`config.mk`:
```
export PLATFORM = sky130hd
export DESIGN_NAME = fp_mult_arbiter
export DESIGN_NICKNAME = d
export VERILOG_FILES = /design/src/rtl/fp_arb_pkg.sv /design/src/rtl/fp_mult_tag_fifo.sv /design/src/rtl/fp_mult_arbiter.sv
export SDC_FILE = /design/constraint.sdc
export NUM_CORES = 1
export LEC_CHECK = 0
export CAP_MARGIN = 20
export CORE_ASPECT_RATIO = 1.2
export CORE_MARGIN = 2
export CORE_UTILIZATION = 33
export CTS_BUF_LIST = sky130_fd_sc_hd__clkbuf_4 sky130_fd_sc_hd__clkbuf_8
export DETAILED_ROUTE_END_ITERATION = 8
export HOLD_SLACK_MARGIN = 0.02
export PLACE_DENSITY = 0.71
export SETUP_SLACK_MARGIN = 0.02
export SYNTH_ARGS = -nofsm -noshare
export SYNTH_HDL_FRONTEND = slang
export SYNTH_SLANG_ARGS = --single-unit
```
`constraint.sdc`:
```
create_clock -name clk -period 4.6 [get_ports clk]
set_input_delay 1.38 -clock clk [delete_from_list [all_inputs] [get_ports clk]]
set_output_delay 1.38 -clock clk [all_outputs]
set_load 0.05 [all_outputs]
```
`src/rtl/fp_arb_pkg.sv`:
```
// Shared types and the round-robin search helper for the FP32 multiplier arbiter.
package fp_arb_pkg;

  localparam int C_FP_DWIDTH = 32;
  localparam int C_MAX_REQ   = 8;

  typedef logic [C_FP_DWIDTH-1:0] float_t;

  typedef struct packed {
    logic       found;
    logic [2:0] idx;
  } rr_pick_t;

  // Bits above the real requester count are zero, so a fixed 8-way wrap
  // visits requesters in the same order as a wrap at N-1.
  function automatic rr_pick_t rr_pick(input logic [C_MAX_REQ-1:0] valid,
                                       input logic [2:0]           ptr);
    rr_pick_t   res;
    logic [2:0] cand;
    res = '0;
    for (int k = 1; k <= C_MAX_REQ; k++) begin
      cand = ptr + 3'(k);
      if (!res.found && valid[cand]) begin
        res.found = 1'b1;
        res.idx   = cand;
      end
    end
    return res;
  endfunction

endpackage

```
`src/rtl/fp_mult_tag_fifo.sv`:
```
// Synchronous FIFO holding the requester tag of every op issued to the multiplier.
module fp_mult_tag_fifo #(
  parameter int G_WIDTH = 2,
  parameter int G_DEPTH = 16
) (
  input  logic               clk,
  input  logic               reset,
  input  logic               clear,
  input  logic               push,
  input  logic               pop,
  input  logic [G_WIDTH-1:0] din,
  output logic [G_WIDTH-1:0] dout,
  output logic               full,
  output logic               empty
);

  localparam int AW = $clog2(G_DEPTH);
  localparam int CW = AW + 1;

  logic [G_WIDTH-1:0] mem [G_DEPTH];
  logic [AW-1:0]      wr_ptr;
  logic [AW-1:0]      rd_ptr;
  logic [CW-1:0]      count;
  logic               do_push;
  logic               do_pop;

  assign full    = (count == CW'(G_DEPTH));
  assign empty   = (count == '0);
  assign do_pop  = pop && !empty;
  assign do_push = push && (!full || do_pop);
  assign dout    = mem[rd_ptr];

  always_ff @(posedge clk) begin
    if (do_push) mem[wr_ptr] <= din;
  end

  always_ff @(posedge clk or posedge reset) begin
    if (reset) begin
      wr_ptr <= '0;
      rd_ptr <= '0;
      count  <= '0;
    end else if (clear) begin
      wr_ptr <= '0;
      rd_ptr <= '0;
      count  <= '0;
    end else begin
      if (do_push) wr_ptr <= wr_ptr + 1'b1;
      if (do_pop)  rd_ptr <= rd_ptr + 1'b1;
      if (do_push && !do_pop)      count <= count + 1'b1;
      else if (!do_push && do_pop) count <= count - 1'b1;
    end
  end

endmodule

```
`src/rtl/fp_mult_arbiter.sv`:
```
// Round-robin sharing of one pipelined FP32 multiplier; results routed back by tag.
// Optional per-requester accept counters when FP_MULT_ARB_STATS_EN is defined.
module fp_mult_arbiter
  import fp_arb_pkg::*;
#(
  parameter int G_NUM_REQ      = 4,
  parameter int G_MAX_INFLIGHT = 16
) (
  input  logic                             clk,
  input  logic                             reset,
  input  logic                             enable,
  input  logic [G_NUM_REQ*C_FP_DWIDTH-1:0] req_din1,
  input  logic [G_NUM_REQ*C_FP_DWIDTH-1:0] req_din2,
  input  logic [G_NUM_REQ-1:0]             req_valid,
  output logic [G_NUM_REQ-1:0]             req_ready,
  output logic [C_FP_DWIDTH-1:0]           rsp_dout,
  output logic [G_NUM_REQ-1:0]             rsp_valid,
  output logic [C_FP_DWIDTH-1:0]           mult_din1,
  output logic [C_FP_DWIDTH-1:0]           mult_din2,
  output logic                             mult_din_valid,
  input  logic [C_FP_DWIDTH-1:0]           mult_dout,
  input  logic                             mult_dout_valid,
`ifdef FP_MULT_ARB_STATS_EN
  output logic [G_NUM_REQ*16-1:0]          stat_grants,
`endif
  output logic                             tag_err
);

  localparam int TW = $clog2(G_NUM_REQ);
  localparam int IW = $clog2(G_MAX_INFLIGHT) + 1;

  logic [TW-1:0]        rr_ptr;
  logic [IW-1:0]        inflight;
  logic [C_MAX_REQ-1:0] valid_ext;
  rr_pick_t             pick;
  logic                 accept;
  logic [TW-1:0]        grant_idx;
  float_t               sel_a;
  float_t               sel_b;
  logic [TW-1:0]        tag_out;
  logic                 fifo_full;
  logic                 fifo_empty;
  logic                 pop;

  // Grant is purely combinational; the granted requester is always one with valid set.
  always_comb begin
    valid_ext = '0;
    valid_ext[G_NUM_REQ-1:0] = req_valid;
    pick      = rr_pick(valid_ext, 3'(rr_ptr));
    grant_idx = TW'(pick.idx);
    accept    = !reset && enable && pick.found && (inflight < IW'(G_MAX_INFLIGHT));
    sel_a     = req_din1[grant_idx*C_FP_DWIDTH +: C_FP_DWIDTH];
    sel_b     = req_din2[grant_idx*C_FP_DWIDTH +: C_FP_DWIDTH];
    req_ready = '0;
    if (accept) req_ready[grant_idx] = 1'b1;
  end

  assign pop = mult_dout_valid && !fifo_empty;

  fp_mult_tag_fifo #(
    .G_WIDTH (TW),
    .G_DEPTH (G_MAX_INFLIGHT)
  ) u_tag_fifo (
    .clk   (clk),
    .reset (reset),
    .clear (!enable),
    .push  (accept),
    .pop   (pop),
    .din   (grant_idx),
    .dout  (tag_out),
    .full  (fifo_full),
    .empty (fifo_empty)
  );

  always_ff @(posedge clk or posedge reset) begin
    if (reset) begin
      rr_ptr         <= TW'(G_NUM_REQ - 1);
      inflight       <= '0;
      mult_din1      <= '0;
      mult_din2      <= '0;
      mult_din_valid <= 1'b0;
      rsp_dout       <= '0;
      rsp_valid      <= '0;
      tag_err        <= 1'b0;
    end else if (!enable) begin
      rr_ptr         <= TW'(G_NUM_REQ - 1);
      inflight       <= '0;
      mult_din1      <= '0;
      mult_din2      <= '0;
      mult_din_valid <= 1'b0;
      rsp_dout       <= '0;
      rsp_valid      <= '0;
      tag_err        <= 1'b0;
    end else begin
      mult_din_valid <= accept;
      if (accept) begin
        rr_ptr    <= grant_idx;
        mult_din1 <= sel_a;
        mult_din2 <= sel_b;
      end
      if (accept && !pop)      inflight <= inflight + 1'b1;
      else if (!accept && pop) inflight <= inflight - 1'b1;
      rsp_valid <= '0;
      if (pop) begin
        rsp_valid[tag_out] <= 1'b1;
        rsp_dout           <= mult_dout;
      end
      // A result with no outstanding tag cannot be routed, so it is dropped and flagged.
      if (mult_dout_valid && fifo_empty) tag_err <= 1'b1;
    end
  end

`ifdef FP_MULT_ARB_STATS_EN
  always_ff @(posedge clk or posedge reset) begin
    if (reset) begin
      stat_grants <= '0;
    end else if (!enable) begin
      stat_grants <= '0;
    end else begin
      for (int i = 0; i < G_NUM_REQ; i++) begin
        if (req_ready[i] && stat_grants[16*i +: 16] != 16'hFFFF)
          stat_grants[16*i +: 16] <= stat_grants[16*i +: 16] + 16'd1;
      end
    end
  end
`endif

  // fifo_full is redundant with the inflight limit but kept for visibility in waves.
  logic unused_full;
  assign unused_full = fifo_full;

endmodule

```
After elaboration in Yosys (flattened, before gate mapping) --
Memory sizes are Yosys's and may differ from the RTL's. Index checks and enable logic that the tools add are counted.
Word-level totals: bits in registers 122, RAM bits 32, input bits 296, output and inout bits 106, word-level logic and storage cells 138, memories 1
Memory list:
- u_tag_fifo.mem | words 16, bits a word 2, read ports 1, clocked after Yosys merged registers in 0, write ports 1, line fp_mult_tag_fifo.sv:20 | logic [G_WIDTH-1:0] mem [G_DEPTH];
Cells by class: add/sub/neg operators 13, $lt $le $gt $ge 13, equality and inequality tests 8, shifts and indexed selects 2, multiplexer cells 54, reductions and logical operators 36
Operators with widths (number):
- $shiftx 128x8->32 | 2
- $mux 32 | 6
- $mux 4 | 15
- $mux 5 | 6
- $lt 3x4->1 const B | 7
- $bmux 1 s3 | 7
- $logic_and 1x1->1 | 20
- $mux 1 | 15
- $logic_not 1->1 | 14
- $add 2x3->3 const B | 4
- $add 5x1->5 const B | 2
- $ne 2x1->1 const B | 5
- $sub 5x1->5 const B | 2
- $add 4x1->4 const B | 2
- $add 2x2->3 const B | 2
- $lt 2x3->1 const B | 2
- $ne 3x1->1 const B | 2
- $eq 5x5->1 const B | 1
- $logic_not 5->1 | 1
- $lt 5x5->1 const B | 1
- $demux 1 s2 | 2
- $ge 2x1->1 const B | 2
- $lt 2x4->1 const B | 1
- $mux 2 | 2
- 3 further kinds | 3

Depth between registers and ports, before layout --
Gate-level depths: netlist of run 1.
depth after elaboration 33, depth in mapped cells 13

Modules after synthesis --
From an unflattened synthesis of run 1, not the netlist that was laid out.
Unflattened totals: cell total of the unflattened synthesis 1007, area total of the unflattened synthesis 9539.1 µm²
By module, submodules not included:
- fp_mult_arbiter | times used 1, cells an instance 845, area an instance 7236.9 µm²
- fp_mult_tag_fifo | times used 1, cells an instance 162, area an instance 2302.2 µm²

Least setup slack after synthesis of run 1 --
No wires, ideal clock.
path type in2out, start input port req_valid[2], end output port req_ready[0], data arrival time 3.438 ns, data required time 3.220 ns, setup slack -0.218 ns, cell stages on the path 8, buffers on the path 3, path through mux4_2 > o311ai_1 > o2bb2ai_1 > buf_6 > buf_12 > buf_8 > inv_2 > nor2_1
RTL lines:
- from (decl) | line fp_mult_arbiter.sv:14 | input logic [G_NUM_REQ-1:0] req_valid,
- to (decl) | line fp_mult_arbiter.sv:15 | output logic [G_NUM_REQ-1:0] req_ready,

Worst setup path after layout of run 1 --
start input port reset, end output port req_ready[1]
On the way: cells in the longest elaborated chain, start to end 5
RTL lines:
- from (decl) | line fp_mult_arbiter.sv:10 | input logic reset,
- $logic_not 1->1 (no source line)
- $logic_and 1x1->1 (3 in series) | line fp_mult_arbiter.sv:51 | accept = !reset && enable && pick.found && (inflight < IW'(G_MAX_INFLIGHT));
- $mux 4 | line fp_mult_arbiter.sv:55 | if (accept) req_ready[grant_idx] = 1'b1;
No other way between the ends.

==> results of run 1 <==
==> cell usage in the layout (no fill, tap or decap), drive strengths merged, types with 3 or more instances in the layout <==
cell type / instances
clkdlybuf4s50: 393
nand2: 152
mux2i: 143
dfrtp: 120
o221ai: 65
a21oi: 44
buf: 33
edfxtp: 32
nor2: 27
clkbuf: 21
inv: 21
o21ai: 15
ha: 14
and2: 9
diode: 8
nor3: 7
xnor2: 6
mux4: 5
xor2: 5
nand3: 4
a221oi: 4
mux2: 4
o22ai: 3
a21o: 3
a22oi: 3
nand4: 3
clkinvlp: 3
a31oi: 3
clkinv: 3
==> worst paths after layout <==
kind                                    start       endpoint  slack (ps)
worst max-delay path                    reset   req_ready[1]         110
worst min-delay path            mult_din1[15]  mult_din1[15]         490
worst max register to register      rr_ptr[0]   mult_din1[8]         800
worst min register to register  mult_din1[15]  mult_din1[15]         490
max in group asynchronous               reset  mult_din2[21]        2370
min in group asynchronous               reset    inflight[0]        1480
==> layout make-up <==
class / count / area (µm²) / share of cell area, %
Clock buffer: 20 / 256.5 / 1.944
Inverter: 17 / 67.56 / 0.5120
Timing Repair Buffer: 428 / 4283 / 32.46
Clock inverter: 12 / 140.1 / 1.062
Tap cell: 325 / 406.6 / 3.082
Multi-Input combinational cell: 547 / 4001 / 30.32
Sequential cell: 154 / 4020 / 30.47
Antenna cell: 8 / 20.02 / 0.1517
==> stage by stage <==
step	hold slack (ps)	power, mW
after floorplan	456.3	5.440
after global placement	466.8	6.633
after detailed placement	473.5	6.676
after CTS	494.6	7.784
after global routing	520.3	8.178
final	494.6	7.723
==> routing by layer <==
metal  track usage (%)  up-vias
met1             24.92     3606
met4             9.444        0
li1                  -     3625
met2             34.04      300
met5                 0        -
met3             6.438       57
==> logic make-up after synthesis <==
group | count (synthesis) | synth area share, %
AOI/OAI and AO/OA | 150 | 12.89
muxes | 152 | 19.01
adders and majority gates | 16 | 2.563
buffers and inverters | 75 | 5.691
and+or+nand+nor | 218 | 10.88
DFF | 154 | 47.82
xor gates and xnor gates | 11 | 1.147
==> flip-flops by register name, indices dropped and copies added (netlist names), 2 cells and up <==
register and count:
mult_din1 32, u_tag_fifo.rd_ptr 4, rsp_valid 4, rr_ptr 2
rsp_dout 32, inflight 5, u_tag_fifo.wr_ptr 4, u_tag_fifo.count 5
u_tag_fifo.mem 32, mult_din2 32
==> critical path, cell delays in order <==
cell and delay, ps:
clkdlybuf4s50_1 460, nor2_1 210, nand3_1 170, or3_2 590, nor2_2 160, buf_12 150
==> power groups by stage <==
| stage | sequential [mW] | combinational (mW) | clock (mW) |
|---|---|---|---|
| floorplan | 3.15 | 2.29 | 0 |
| global placement | 2.12 | 4.52 | 0 |
| detailed placement | 2.12 | 4.55 | 0 |
| CTS | 2.11 | 4.57 | 1.10 |
| global route | 2.17 | 4.85 | 1.16 |
| finish | 2.11 | 4.55 | 1.06 |
==> what timing repair did <==
| item | CTS | global route |
|---|---|---|
| resized for setup | 10 | 13 |
| pin swaps | 0 | 1 |
| endpoints found under the setup margin | 4 | 4 |
==> results.sh, run 1 <==
export IMPL_utilization_pct=53.14
export IMPL_overflow=0
export IMPL_fin_crit_sh_pct=97.70
export IMPL_place_congestion=0.8421
export IMPL_htreeDepth=4
export IMPL_tns_ps=0
export IMPL_critical_path_class="in2out"
export IMPL_grt_max_degree=82
export IMPL_grt_pass1_wl_mm=42.52
export IMPL_p_sw_mw=3.543
export IMPL_clockBufferDepth=2
export IMPL_ctsHoldBuffers=0
export IMPL_dr_pass1_iters=5
export IMPL_yosys_most_used_dff="dfrtp_1"
export IMPL_pwr_share_clk_pct=13.7
export IMPL_synth_cells=776
export IMPL_cp_end_kind="output port"
export IMPL_drive_above_1_share_pct=7.895
export IMPL_synth_edf_count=32
export IMPL_ys_async_sr_fraction_pct=79.22
export IMPL_fin_ws_ps=105.6
export IMPL_stdcell_count=1511
export IMPL_io_pins=402
export IMPL_die_y_um=178.8
export IMPL_avgSynthCellArea_um2=10.82
export IMPL_place_ws_ps=-257.3
export IMPL_wirelength_mm=28.23
export IMPL_arrival_ps=3110
export IMPL_dr_first_iter_drc_count=337
export IMPL_m1WireLength_mm=11.02
export IMPL_place_area_um2=12740
export IMPL_worst_pin_slew_ps=887.5
export IMPL_rows=63
export IMPL_crit_required_ps=3220
export IMPL_fin_crit_ps=4494
export IMPL_wl_per_cell_um=18.68
export IMPL_clk_latency_ps=450
export IMPL_groute_usage_overall_pct=20.74
export IMPL_yosysSeqAreaShare_pct=47.82
export IMPL_combPwrFrac_pct=59.0
export IMPL_numPortBuffers=401
export IMPL_powerDensity_nw_per_um2=585.3
export IMPL_hold_depth=2
export IMPL_areaGrowthSynthToFinish_pct=57.12
export IMPL_fin_nets=1477
export IMPL_hold_violations=0
export IMPL_netlist_area_um2=8398
export IMPL_rsz0062_at_grt="true"
export IMPL_dieArea_um2=26750
export IMPL_crit_fanout=4
export IMPL_fmax_ghz=0.2225
export IMPL_grt_pass1_vias=7710
export IMPL_top_layer_used="met4"
export IMPL_power_frac_seq_pct=27.3
export IMPL_ir_drop_mv=0.3786
export IMPL_slew_headroom_pct=40.71
export IMPL_swShare_pct=45.87
export IMPL_ys_types=58
export IMPL_syn_num_nets=1088
export IMPL_root_buffer="clkbuf_8"
export IMPL_cts_post_setup_buffers_inserted=0
export IMPL_status="complete, no violations"
export IMPL_via_count=7588
export IMPL_clock_sinks=154
export IMPL_dr_wl_met2_mm=13.89
export IMPL_antenna_found_initial=6
export IMPL_start_kind="input pin"
export IMPL_report_final_slew_viol_count=0
export IMPL_core_area_um2=24830
export IMPL_setup_violations=0
export IMPL_synthTopCellsByArea="dfrtp_1, mux2i_1, edfxtp_1"
export IMPL_synth_most_common_cell="nand2_1"
export IMPL_wl_met3_mm=2.277
export IMPL_yosysWarningCount=0
export IMPL_clock_skew_ps=14.24
export IMPL_synth_top_area_share_pct=35.76
export IMPL_initial_core_util_pct=33.82
export IMPL_dpl_cell_count=1471
export IMPL_dp_hpwl_mm=20.92
export IMPL_r2r_cells=10
export IMPL_die_x_um=149.6
export IMPL_final_antenna_net_count=0
export IMPL_cts_tree="yes"
export IMPL_final_area_um2=13200
export IMPL_ys_ff_latch=154
export IMPL_drv_cap=0
export IMPL_p_leak_nw=5.632
export IMPL_synthTopCellsByCount="nand2_1, mux2i_1, dfrtp_1, o221ai_1, a21oi_1"
export IMPL_vias_per_cell=5.022
export IMPL_cts_buffers=17
export IMPL_cts_clk_slew_worst_paths_ps=80
export IMPL_hp_class="reg2reg"
export IMPL_internal_power_mw=4.180
export IMPL_synth_top_cell_by_area="dfrtp_1"
export IMPL_fill_cells=2284
export IMPL_drc=0
Power figures use the tool's default switching activity.
==> run 2, diff against run 1 <==
CAP_MARGIN = unset   (was 20)
CORE_ASPECT_RATIO = 0.5   (was 1.2)
PLACE_DENSITY = unset   (was 0.71)
PLACE_DENSITY_LB_ADDON = 0.2   (was unset)
==> run 2 against run 1 <==
Against the previous run:
- sequential share of layout area decreased by 0.060 points
- global-route usage fell by 0.21 points
- routed wire length fell by 0.83%
- clock skew is 5.2 ps higher
- hold slack got worse by 8.1 ps
- via count fell by 0.67%
- register-to-register slack barely moved
- sequential power about the same
- flip-flop and latch count did not move
- critical path depth grew 2
- critical path type unchanged
- critical endpoint is now req_ready[0]
==> results.sh, run 2 (synthesized netlist as in run 1, its figures left out) <==
export IMPL_arrival_ps=3150
export IMPL_dr_first_iter_drc_count=376
export IMPL_dieArea_um2=26820
export IMPL_rsz0062_at_grt="true"
export IMPL_root_buffer="clkbuf_8"
export IMPL_overflow=0
export IMPL_cp_endpoint="req_ready[0]"
export IMPL_drc=0
export IMPL_critical_path_class="in2out"
export IMPL_fin_crit_sh_pct=98.46
export IMPL_slew_headroom_pct=29.14
export IMPL_htreeDepth=4
export IMPL_power_mw=7.890
export IMPL_tns_ps=0
export IMPL_final_cell_mix="clkdlybuf4s50_1, nand2_1, mux2i_1"
export IMPL_antenna_found_initial=0
export IMPL_worst_pin_slew_ps=1063
export IMPL_areaGrowthSynthToFinish_pct=57.43
export IMPL_groute_usage_overall_pct=20.53
export IMPL_initial_core_util_pct=33.48
export IMPL_stdcell_count=1522
export IMPL_ir_drop_mv=0.3356
export IMPL_fin_crit_ps=4529
export IMPL_final_area_um2=13220
export IMPL_status="complete, no violations"
export IMPL_clock_sinks=154
export IMPL_cp_end_kind="output port"
export IMPL_powerDensity_nw_per_um2=596.8
export IMPL_cts_buffers=17
export IMPL_whs_ps=486.5
export IMPL_place_ws_ps=-262.4
export IMPL_wl_per_cell_um=18.39
export IMPL_drv_cap=0
export IMPL_r2r_end="mult_din2[24]"
export IMPL_start_kind="input pin"
export IMPL_hold_violations=0
export IMPL_fmax_ghz=0.2208
export IMPL_report_final_slew_viol_count=0
export IMPL_via_count=7537
export IMPL_setup_violations=0
export IMPL_p_leak_nw=5.645
export IMPL_regToRegSetupSlack_ps=800
export IMPL_vias_per_cell=4.952
export IMPL_io_pins=402
export IMPL_die_x_um=229.6
export IMPL_grt_max_degree=74
export IMPL_grt_pass1_vias=7648
export IMPL_clock_skew_ps=19.41
export IMPL_die_y_um=116.8
export IMPL_antenna_cells=0
export IMPL_place_congestion=0.9251
export IMPL_r2r_cells=10
export IMPL_hp_class="reg2reg"
export IMPL_crit_start="req_valid[1]"
export IMPL_clockBufferDepth=2
export IMPL_dr_pass1_iters=5
export IMPL_rows=41
export IMPL_crit_required_ps=3220
export IMPL_core_area_um2=25090
export IMPL_clk_latency_ps=490
export IMPL_place_area_um2=12710
export IMPL_wirelength_mm=27.99
export IMPL_cts_clk_slew_worst_paths_ps=80
export IMPL_cts_tree="yes"
export IMPL_fin_ws_ps=71.03
export IMPL_crit_fanout=6
export IMPL_reg2reg_from="rr_ptr[1]"
export IMPL_final_antenna_net_count=0
export IMPL_utilization_pct=52.71
export IMPL_numPortBuffers=401
export IMPL_grt_pass1_wl_mm=42.43
export IMPL_drive_above_1_share_pct=8.065
export IMPL_fin_nets=1477
export IMPL_final_common_cell="clkdlybuf4s50_1"
export IMPL_dpl_cell_count=1487
export IMPL_dp_hpwl_mm=20.45
export IMPL_fill_cells=2224
[run 2: changes by cell type in the layout (fill, tap and decap cells not counted), moves of 2 or more]
cell           delta
buf_12            -3
buf_2             -2
buf_4             +4
bufinv_16         +2
clkinv_1          -2
clkinv_4          +4
clkinvlp_4        -2
diode_2           -8
dlygate4sd2_1     +2
inv_8             -2
[run 2: repair_timing]
item / CTS / global route
buffers inserted: 2 / 1
resized for setup: 8 / 9
setup endpoints to repair: 4 / 4
pin swaps: 0 / 4
hold buffers: 0 / 0
[run 2: how the worst min path moves through the flow]
stage	end	depth (start not counted)	start	slack (ps)
6_report	mult_din1[7]	2	mult_din1[7]	490
5_1_grt	mult_din2[9]	2	mult_din2[9]	510
4_1_cts	mult_din2[2]	2	mult_din2[2]	490
3_5_place_dp	mult_din1[7]	2	mult_din1[7]	470
3_3_place_gp	mult_din1[3]	2	mult_din1[3]	470
2_1_floorplan	inflight[2]	2	inflight[2]	460
[run 2: cell type report]
cell class,count,area [µm²],area share (%)
flip-flops and latches,154,4020,30.41
repair buffers,428,4244,32.10
clock buffers,20,256.5,1.940
clock inverters,12,190.2,1.438
well taps,344,430.4,3.255
multi-input cells,547,4013,30.35
inverters,17,67.56,0.5110
[run 2: report_power, final]
group	switching (mW)	internal [mW]
clock	0.560	0.618
sequential	0.265	1.84
combinational	2.77	1.84
total	3.60	4.29
[run 2: critical path, stage by stage]
cell           delay [ps]
dlygate4sd2_1         280
mux4_2                520
o311ai_2              240
buf_4                 160
o2bb2ai_4             170
inv_2                 110
nor2_4                140
buf_12                140
[run 2: per-layer routing]
metal	GRT usage [%]	part of all wire (%)
met1	24.52	41
met2	36.19	52
met3	6.056	5.4
met4	6.623	1.9
met5	0	0
